$ cat config.mk
export PLATFORM = sky130hd
export DESIGN_NAME = router_egress_arbiter
export DESIGN_NICKNAME = d
export VERILOG_FILES = /design/src/rtl/router_egress_arbiter.sv
export SDC_FILE = /design/constraint.sdc
export NUM_CORES = 1
export LEC_CHECK = 0
export BUFFER_PORTS_ARGS = -buffer_cell sky130_fd_sc_hd__buf_4
export CORE_MARGIN = 2
export CORE_UTILIZATION = 50
export DETAILED_ROUTE_END_ITERATION = 6
export PLACE_DENSITY_LB_ADDON = 0.12
export SLEW_MARGIN = 40
export SYNTH_ARGS = -nofsm -noshare
export SYNTH_HDL_FRONTEND = slang
export SYNTH_SLANG_ARGS = --single-unit
$ cat constraint.sdc
create_clock -name clock -period 5 [get_ports clock]
set_clock_uncertainty 0.15 [all_clocks]
set_input_delay 0.25 -clock clock [delete_from_list [all_inputs] [get_ports clock]]
set_output_delay 0.25 -clock clock [all_outputs]
set_load 0.01 [all_outputs]
$ cat src/rtl/router_egress_arbiter.sv
// Egress arbiter for the 1x3 router: round-robin, per-packet grant of one FIFO
// onto a shared 8-bit downstream channel through a 2-entry output buffer.
module router_egress_arbiter #(
    parameter int unsigned TIMEOUT = 32,
    parameter int unsigned TO_W    = 6
) (
    input  logic       clock,
    input  logic       resetn,
    input  logic [2:0] valid_out,
    input  logic [7:0] data_out_0,
    input  logic [7:0] data_out_1,
    input  logic [7:0] data_out_2,
    output logic [2:0] read_enb,
    input  logic       out_ready,
    output logic [7:0] dout,
    output logic       dout_valid,
    output logic       sop,
    output logic       eop,
    output logic [2:0] grant,
    output logic       pkt_abort
);

    typedef enum logic [1:0] {IDLE, HDR, XFER} state_t;

    state_t          state;
    logic [1:0]      ptr;
    logic [1:0]      g_idx;
    logic [6:0]      remain;
    logic [TO_W-1:0] stall_cnt;
    logic            inflight;
    logic            inflight_eop;
    logic [9:0]      buf_mem [2];
    logic            rd_ptr;
    logic            wr_ptr;
    logic [1:0]      count;

    logic            pop;
    logic            push;
    logic            space;
    logic            rd;
    logic            stall;
    logic [1:0]      sel;
    logic [1:0]      rd_idx;
    logic [1:0]      c1;
    logic [1:0]      c2;
    logic [2:0]      occ;
    logic [7:0]      rdata;
    logic [9:0]      head;
    logic [TO_W-1:0] stall_nxt;

    function automatic logic [1:0] nxt(input logic [1:0] i);
        return (i == 2'd2) ? 2'd0 : i + 2'd1;
    endfunction

    always_comb begin
        case (g_idx)
            2'd1:    rdata = data_out_1;
            2'd2:    rdata = data_out_2;
            default: rdata = data_out_0;
        endcase
    end

    // Output buffer occupancy counts the byte still in flight from the FIFO
    assign head       = buf_mem[rd_ptr];
    assign dout_valid = (count != 2'd0);
    assign dout       = dout_valid ? head[9:2] : '0;
    assign sop        = dout_valid & head[1];
    assign eop        = dout_valid & head[0];
    assign pop        = dout_valid & out_ready;
    assign push       = inflight;
    assign occ        = {1'b0, count} + {2'b00, inflight} - {2'b00, pop};
    assign space      = (occ < 3'd2);

    assign c1 = nxt(ptr);
    assign c2 = nxt(c1);

    always_comb begin
        sel = c2;
        if (valid_out[ptr])
            sel = ptr;
        else if (valid_out[c1])
            sel = c1;
    end

    always_comb begin
        rd     = 1'b0;
        rd_idx = g_idx;
        case (state)
            IDLE: begin
                rd     = space & (|valid_out);
                rd_idx = sel;
            end
            XFER:    rd = valid_out[g_idx] & (remain != 7'd0) & space;
            default: rd = 1'b0;
        endcase
    end

    // Strobes are combinational, so they are also forced low while reset is held
    assign read_enb  = (rd & resetn) ? (3'b001 << rd_idx) : '0;
    assign stall     = (state == XFER) & (remain != 7'd0) & ~valid_out[g_idx] & ~inflight;
    assign stall_nxt = stall_cnt + 1'b1;

    always_ff @(posedge clock or negedge resetn) begin
        if (!resetn) begin
            state        <= IDLE;
            ptr          <= '0;
            g_idx        <= '0;
            remain       <= '0;
            stall_cnt    <= '0;
            inflight     <= 1'b0;
            inflight_eop <= 1'b0;
            buf_mem[0]   <= '0;
            buf_mem[1]   <= '0;
            rd_ptr       <= 1'b0;
            wr_ptr       <= 1'b0;
            count        <= '0;
            grant        <= '0;
            pkt_abort    <= 1'b0;
        end else begin
            pkt_abort    <= 1'b0;
            inflight     <= rd;
            inflight_eop <= rd & (state == XFER) & (remain == 7'd1);
            if (push) begin
                buf_mem[wr_ptr] <= {rdata, state == HDR, inflight_eop};
                wr_ptr          <= ~wr_ptr;
            end
            if (pop)
                rd_ptr <= ~rd_ptr;
            count <= count + {1'b0, push} - {1'b0, pop};

            case (state)
                IDLE: begin
                    if (rd) begin
                        g_idx <= sel;
                        grant <= 3'b001 << sel;
                        state <= HDR;
                    end
                end
                HDR: begin
                    remain    <= {1'b0, rdata[7:2]} + 7'd1;
                    stall_cnt <= '0;
                    state     <= XFER;
                end
                XFER: begin
                    if (rd)
                        remain <= remain - 7'd1;
                    if (remain == 7'd0 && !inflight) begin
                        state     <= IDLE;
                        ptr       <= nxt(g_idx);
                        grant     <= '0;
                        stall_cnt <= '0;
                    end else if (stall) begin
                        if (stall_nxt == TO_W'(TIMEOUT)) begin
                            pkt_abort <= 1'b1;
                            state     <= IDLE;
                            ptr       <= nxt(g_idx);
                            grant     <= '0;
                            remain    <= '0;
                            stall_cnt <= '0;
                        end else begin
                            stall_cnt <= stall_nxt;
                        end
                    end else begin
                        stall_cnt <= '0;
                    end
                end
                default: state <= IDLE;
            endcase
        end
    end

endmodule

==> results of run 1 <==
sequential cells by signal, indices dropped and copies added, names as in the netlist:
name and count:
buf_mem 20, count 2, g_idx 2, grant 3
inflight 1, inflight_eop 1, pkt_abort 1, ptr 2
rd_ptr 1, remain 7, stall_cnt 6, state 2
wr_ptr 1
stage by stage:
stage,worst slack [ps],instances,total power (µW)
2_1_floorplan,1720,309,1510
3_3_place_gp,1410,419,1820
3_5_place_dp,1300,419,1840
4_1_cts,989,427,2130
5_1_grt,786,427,2300
6_report,1030,427,2110
power by group:
group,internal (µW),switching [µW]
Combinational,503,642
Clock,146,133
Sequential,546,138
worst register-to-register path: stages, from the launching register on:
cell	delay (ps)
dfrtp_1	420
nor2_1	70
buf_4	180
nor2b_1	200
ha_1	260
inv_1	60
ha_1	130
inv_1	50
fa_1	370
xor2_1	150
a211oi_1	220
o211ai_1	250
nor3_1	640
o21bai_4	160
mux2_4	320
per-layer routing:
| layer | vias up | global-route usage |
|---|---|---|
| met3 | 7 | 0.0311 |
| met5 | - | 0 |
| li1 | 1196 | - |
| met2 | 49 | 0.374 |
| met4 | 0 | 0.0763 |
| met1 | 1194 | 0.311 |
area by class of cell:
class,instances,share of cell area
multi-input combinational,226,0.457
sequential,49,0.355
timing repair buffer,49,0.107
tap,75,0.0271
inverter,21,0.0242
clock buffer,5,0.0199
clock inverter,2,0.0101
path summary, 6_finish.rpt:
path | slack, ps | cells past startpoint | start | end
min in group asynchronous | 350 | 2 | resetn | buf_mem[2]$_DFFE_PN0P_
worst max-delay path | 1030 | 16 | count[1]$_DFF_PN0_ | read_enb[1]
worst max register to register | 1270 | 14 | count[1]$_DFF_PN0_ | grant[1]$_DFFE_PN0P_
worst min register to register | 330 | 2 | buf_mem[15]$_DFFE_PN0P_ | buf_mem[15]$_DFFE_PN0P_
worst min-delay path | 140 | 3 | data_out_0[0] | buf_mem[2]$_DFFE_PN0P_
max in group asynchronous | 3900 | 2 | resetn | buf_mem[19]$_DFFE_PN0P_
cell usage in the layout, fill, tap and decap left out, types with 6 or more instances in the layout:
cell type	count
dfrtp_1	49
buf_4	48
nand2_1	33
o21ai_0	29
nor2_1	20
inv_1	19
mux2i_1	14
ha_1	13
nor3_1	10
a22oi_1	9
mux2_2	7
nor4_1	6
nand3_1	6
cells by family (layout without fill, tap and decap cells):
family	count (synthesis)	count (layout)
flops	49	49
mux	24	24
compound gates	80	80
simple gates	102	102
xor+xnor	6	6
buf+inv	34	77
fa+ha+maj	14	14
==> metrics.txt, run 1 <==
largest net degree at the start of global routing 52; number of synthesized flops with an enable pin 0; Worst Tran Pin Value 742 ps; worst path bufs/invs 5; top cells by count, synth dfrtp_1 (49), nand2_1 (33), o21ai_0 (29), nor2_1 (20), inv_1 (19); gpl congestion 0.879; xor-xnor portion of the synthesized cell area 0.0178; post-synth top area cell dfrtp_1; FP Rows 28; drt first-iter violations 176; Fill cells 551; setup bufs post-CTS 0; Crit path arrival time 3570 ps; area share of and/or/nand/nor cells after synthesis 0.177; Highest Signal Layer met4; Die X 80.9 µm; H-tree depth 2; # port buffers 47; DR WL/cell 15.6 µm; placed cell area 3340 µm²; diode count 0; P&R area growth vs syn 17.0%; Max Cap Violations 0; CTS max path bufs 2; vias per cell 5.73; max-slew violations 0; main flop type after synthesis dfrtp_1; die height 80.9 µm; Synth top area share 0.415; Synth Area in Compound Gates 0.189; detailed-route wire length 6660 µm; root buf cell clkbuf_8; antenna violations before repair 0; drc violations 0; crit-path max cell delay 420 ps; GRT overflow 0; Clock transition at path regs 90 ps; die area 6540 µm²; final worst-path cycle share 0.794; delay-heaviest family, CP simple AND/OR/NAND/NOR gates; FFs w/ async S/R, synth 1.00; # resized after CTS 0; WL met3 207 µm; Distinct cells, synth 59; final hold violations 0; Fin Hold WS 139 ps; Layout Nets 396; sequential share of the synthesized area 0.415; Post-Syn Area 2960 µm²; RSZ-0062 raised after global routing no; largest family of logic cells by synthesized area compound AO/OA/AOI/OAI gates; status finished clean; most frequent cell after synthesis dfrtp_1; CP startpoint kind register; Leakage 0.00165 µW; CP max-delay cell dfrtp_1; Num Clock Sinks 49; crit path cell chain nor2_1, buf_4, nor2b_1, ha_1, inv_1, ha_1, inv_1, fa_1, xor2_1, a211oi_1, o211ai_1, or2_4, inv_6, nand2_1, nor3b_1, buf_4; Post-CTS Hold Buffers 1; final setup fails 0; Register Area 1230 µm²; Rel. slew slack 0.501; met2 wire length 3210 µm; area of the multi-input gates 1580 µm²; fmax 0.252 GHz; 1st-pass router iterations 5; Ports 48; Cells after Synth 309; ANT nets after route 0; Avg Inst Size Synth 9.56 µm²; final core occ 0.594; ranking of synthesized cells by area dfrtp_1 (41%), ha_1 (5.5%), o21ai_0 (4.9%); #FFs+latches synth 49; syn nets 353; initial core utilization 0.508; CTS tree built; Core ar. 5820 µm²; post-route minimum period 3970 ps; pwr/cell area 610 nW/µm²; worst hold path class input pin to register; layout cells sized above 1 0.213; number of global-route vias before repair 2455; vias 2446; crit path kind register to primary output; setup total negative slack 0 ps; Worst VDD drop 0.272 mV; CP required 4600 ps; Synth Warn # 0; CTS buffer count 5; crit end category primary output; largest fanout on the critical path 12; Final Instance Area 3460 µm²; global-route usage over all layers 0.228; first-pass GRT wire length 11600 µm; adder-cell share of the synthesized area 0.0618; Final HPWL DP 4890 µm; multiplexer share of the synthesized area 0.0881; met1 wire length 3150 µm; Worst-Skew Late Latency 300 ps
Note: power is estimated with default switching activity, not from simulation.
==> inputs of run 2 (changes only) <==
clock period = 3.6 ns   (was 5 ns; I/O delays follow)
==> metrics.txt, run 2 (synthesis gave the netlist of run 1 again) <==
status finished clean; RR Endpoint grant[1]$_DFFE_PN0P_; vias per cell 5.52 (-3.6%); CP max-delay cell fa_1; die area 6540 µm² (unchanged); gpl congestion 0.812 (-7.7%); Layout Nets 402 (+1.5%); setup total negative slack 0 ps (unchanged); CTS tree built; largest net degree at the start of global routing 52 (unchanged); global-route usage over all layers 0.213 (-0.0144); final hold violations 0 (unchanged); vias 2396 (-2.0%); largest fanout on the critical path 5 (-7); detailed-route wire length 6430 µm (-3.4%); drt first-iter violations 110 (-38%); Final HPWL DP 4780 µm (-2.2%); # port buffers 47 (unchanged); crit-path max cell delay 470 ps (+50 ps); initial core utilization 0.508 (unchanged); max-slew violations 0 (unchanged); Leakage 0.00167 µW (+1.5%); crit path cell chain nor2_2, nor2b_2, ha_1, inv_1, ha_1, inv_1, fa_1, inv_1, a211oi_2, o211ai_1, or2_4, inv_6, nand2_1, nor3b_2, buf_4; antenna violations before repair 0 (unchanged); number of global-route vias before repair 2296 (-6.5%); CP required 3270 ps (-1330 ps); drc violations 0 (unchanged); Worst Tran Pin Value 657 ps (-84.8 ps); pwr/cell area 839 nW/µm² (+38%); CTS buffer count 5 (unchanged); H-tree depth 2 (unchanged); final core occ 0.603 (+0.00818); first-pass GRT wire length 10800 µm (-6.4%); Regs by FF count buf_mem x20, remain x7, stall_cnt x6; GRT overflow 0 (unchanged); Max Cap Violations 0 (unchanged); crit path to read_enb[1]; critical path's most frequent cell inv_1; Clock transition at path regs 90 ps (about the same); Worst VDD drop 0.346 mV (+27%); CP Launch Point count[0]$_DFF_PN0_; CP startpoint kind register; Final Instance Area 3500 µm² (+1.4%); PnR Total Power 2940 µW (+40%); Top reg by flops buf_mem; crit end category primary output; 1st-pass router iterations 4 (-1); Fill cells 522 (-5.3%); commonest cells after routing, fill and taps aside buf_4 (54), dfrtp_1 (49), nand2_1 (33); DR WL/cell 14.8 µm (-4.9%); diode count 0 (unchanged); Ports 48 (unchanged); ANT nets after route 0 (unchanged); reg-to-reg slack, setup 390 ps (-880 ps); Die X 80.9 µm (unchanged); reg2reg path depth 16 (+2); Worst-Skew Late Latency 300 ps (about the same); root buf cell clkbuf_8; Core ar. 5820 µm² (unchanged); final setup fails 0 (unchanged); placed cell area 3360 µm² (+0.45%); most common cell after layout, fill and taps aside buf_4; layout cells sized above 1 0.240 (+0.0265); max reg flops 20 (unchanged); die height 80.9 µm (unchanged); post-route minimum period 3390 ps; final worst-path cycle share 0.942; P&R area growth vs syn 18.6%; worst hold path class input pin to register; Rel. slew slack 0.562 (+0.0604); FP Rows 28 (unchanged); origin of the critical flop-to-flop path count[0]$_DFF_PN0_; CTS max path bufs 2 (unchanged); fmax 0.295 GHz; Crit path arrival time 3060 ps (-510 ps); Num Clock Sinks 49 (unchanged); crit path kind register to primary output
## run 2: final cells by class
type,count,area [µm²],share of cell area
Clock buffer,5,68.8,0.0196
Clock inverter,3,22.5,0.00643
Inverter,21,83.8,0.0239
Multi-Input combinational cell,226,1590,0.455
Sequential cell,49,1230,0.350
Tap cell,75,93.8,0.0268
Timing Repair Buffer,55,415,0.119
## run 2: worst min path at each step
| stage | startpoint | to | slack, ps | cells after the start |
|---|---|---|---|---|
| 6_report | out_ready | rd_ptr$_DFFE_PN0P_ | 70 | 3 |
| 5_1_grt | out_ready | rd_ptr$_DFFE_PN0P_ | 60 | 3 |
| 4_1_cts | data_out_0[0] | buf_mem[2]$_DFFE_PN0P_ | 70 | 3 |
| 3_5_place_dp | resetn | buf_mem[3]$_DFFE_PN0P_ | 90 | 1 |
| 3_3_place_gp | resetn | buf_mem[3]$_DFFE_PN0P_ | 90 | 1 |
| 2_1_floorplan | resetn | buf_mem[0]$_DFFE_PN0P_ | -270 | 0 |
## run 2: per-layer routing
layer,up-vias,part of all wire,track usage
li1,1217,-,-
met1,1135,0.49,0.297
met3,8,0.029,0.0367
met5,-,0,0
met4,0,0.013,0.0627
met2,36,0.46,0.341
## run 2: critical path: cells and delay by family, from the launching register on
family | cells | cell delay, ps
adder cells (fa/ha/maj) | 3 | 860
AND/OR/NAND/NOR | 5 | 790
flip-flops | 1 | 400
buffers and inverters | 5 | 370
AO/OA/AOI/OAI | 2 | 340
## run 2: timing repair
action | CTS | global route
setup buffers | 1 | 3
pin swaps | 1 | 5
hold buffers | 1 | 0
endpoints found under the hold margin | 49 | 0
gates resized for setup | 0 | 4
setup endpoints to repair | 1 | 3
## run 2: per-stage QoR
| step | worst slack [ps] | cells | hold WS [ps] |
|---|---|---|---|
| after floorplan | 392 | 309 | -266 |
| after global placement | 306 | 421 | 92.6 |
| after detailed placement | 229 | 421 | 94.8 |
| after CTS | 6.78 | 431 | 69.5 |
| after global routing | -30.0 | 434 | 61.7 |
| final | 207 | 434 | 66.8 |
## run 2: power by group
part	total, µW	switching, µW	internal [µW]	leakage [µW]
registers	946	188	758	0.000628
logic	1670	907	765	0.000998
clock network	324	186	138	0.0000481
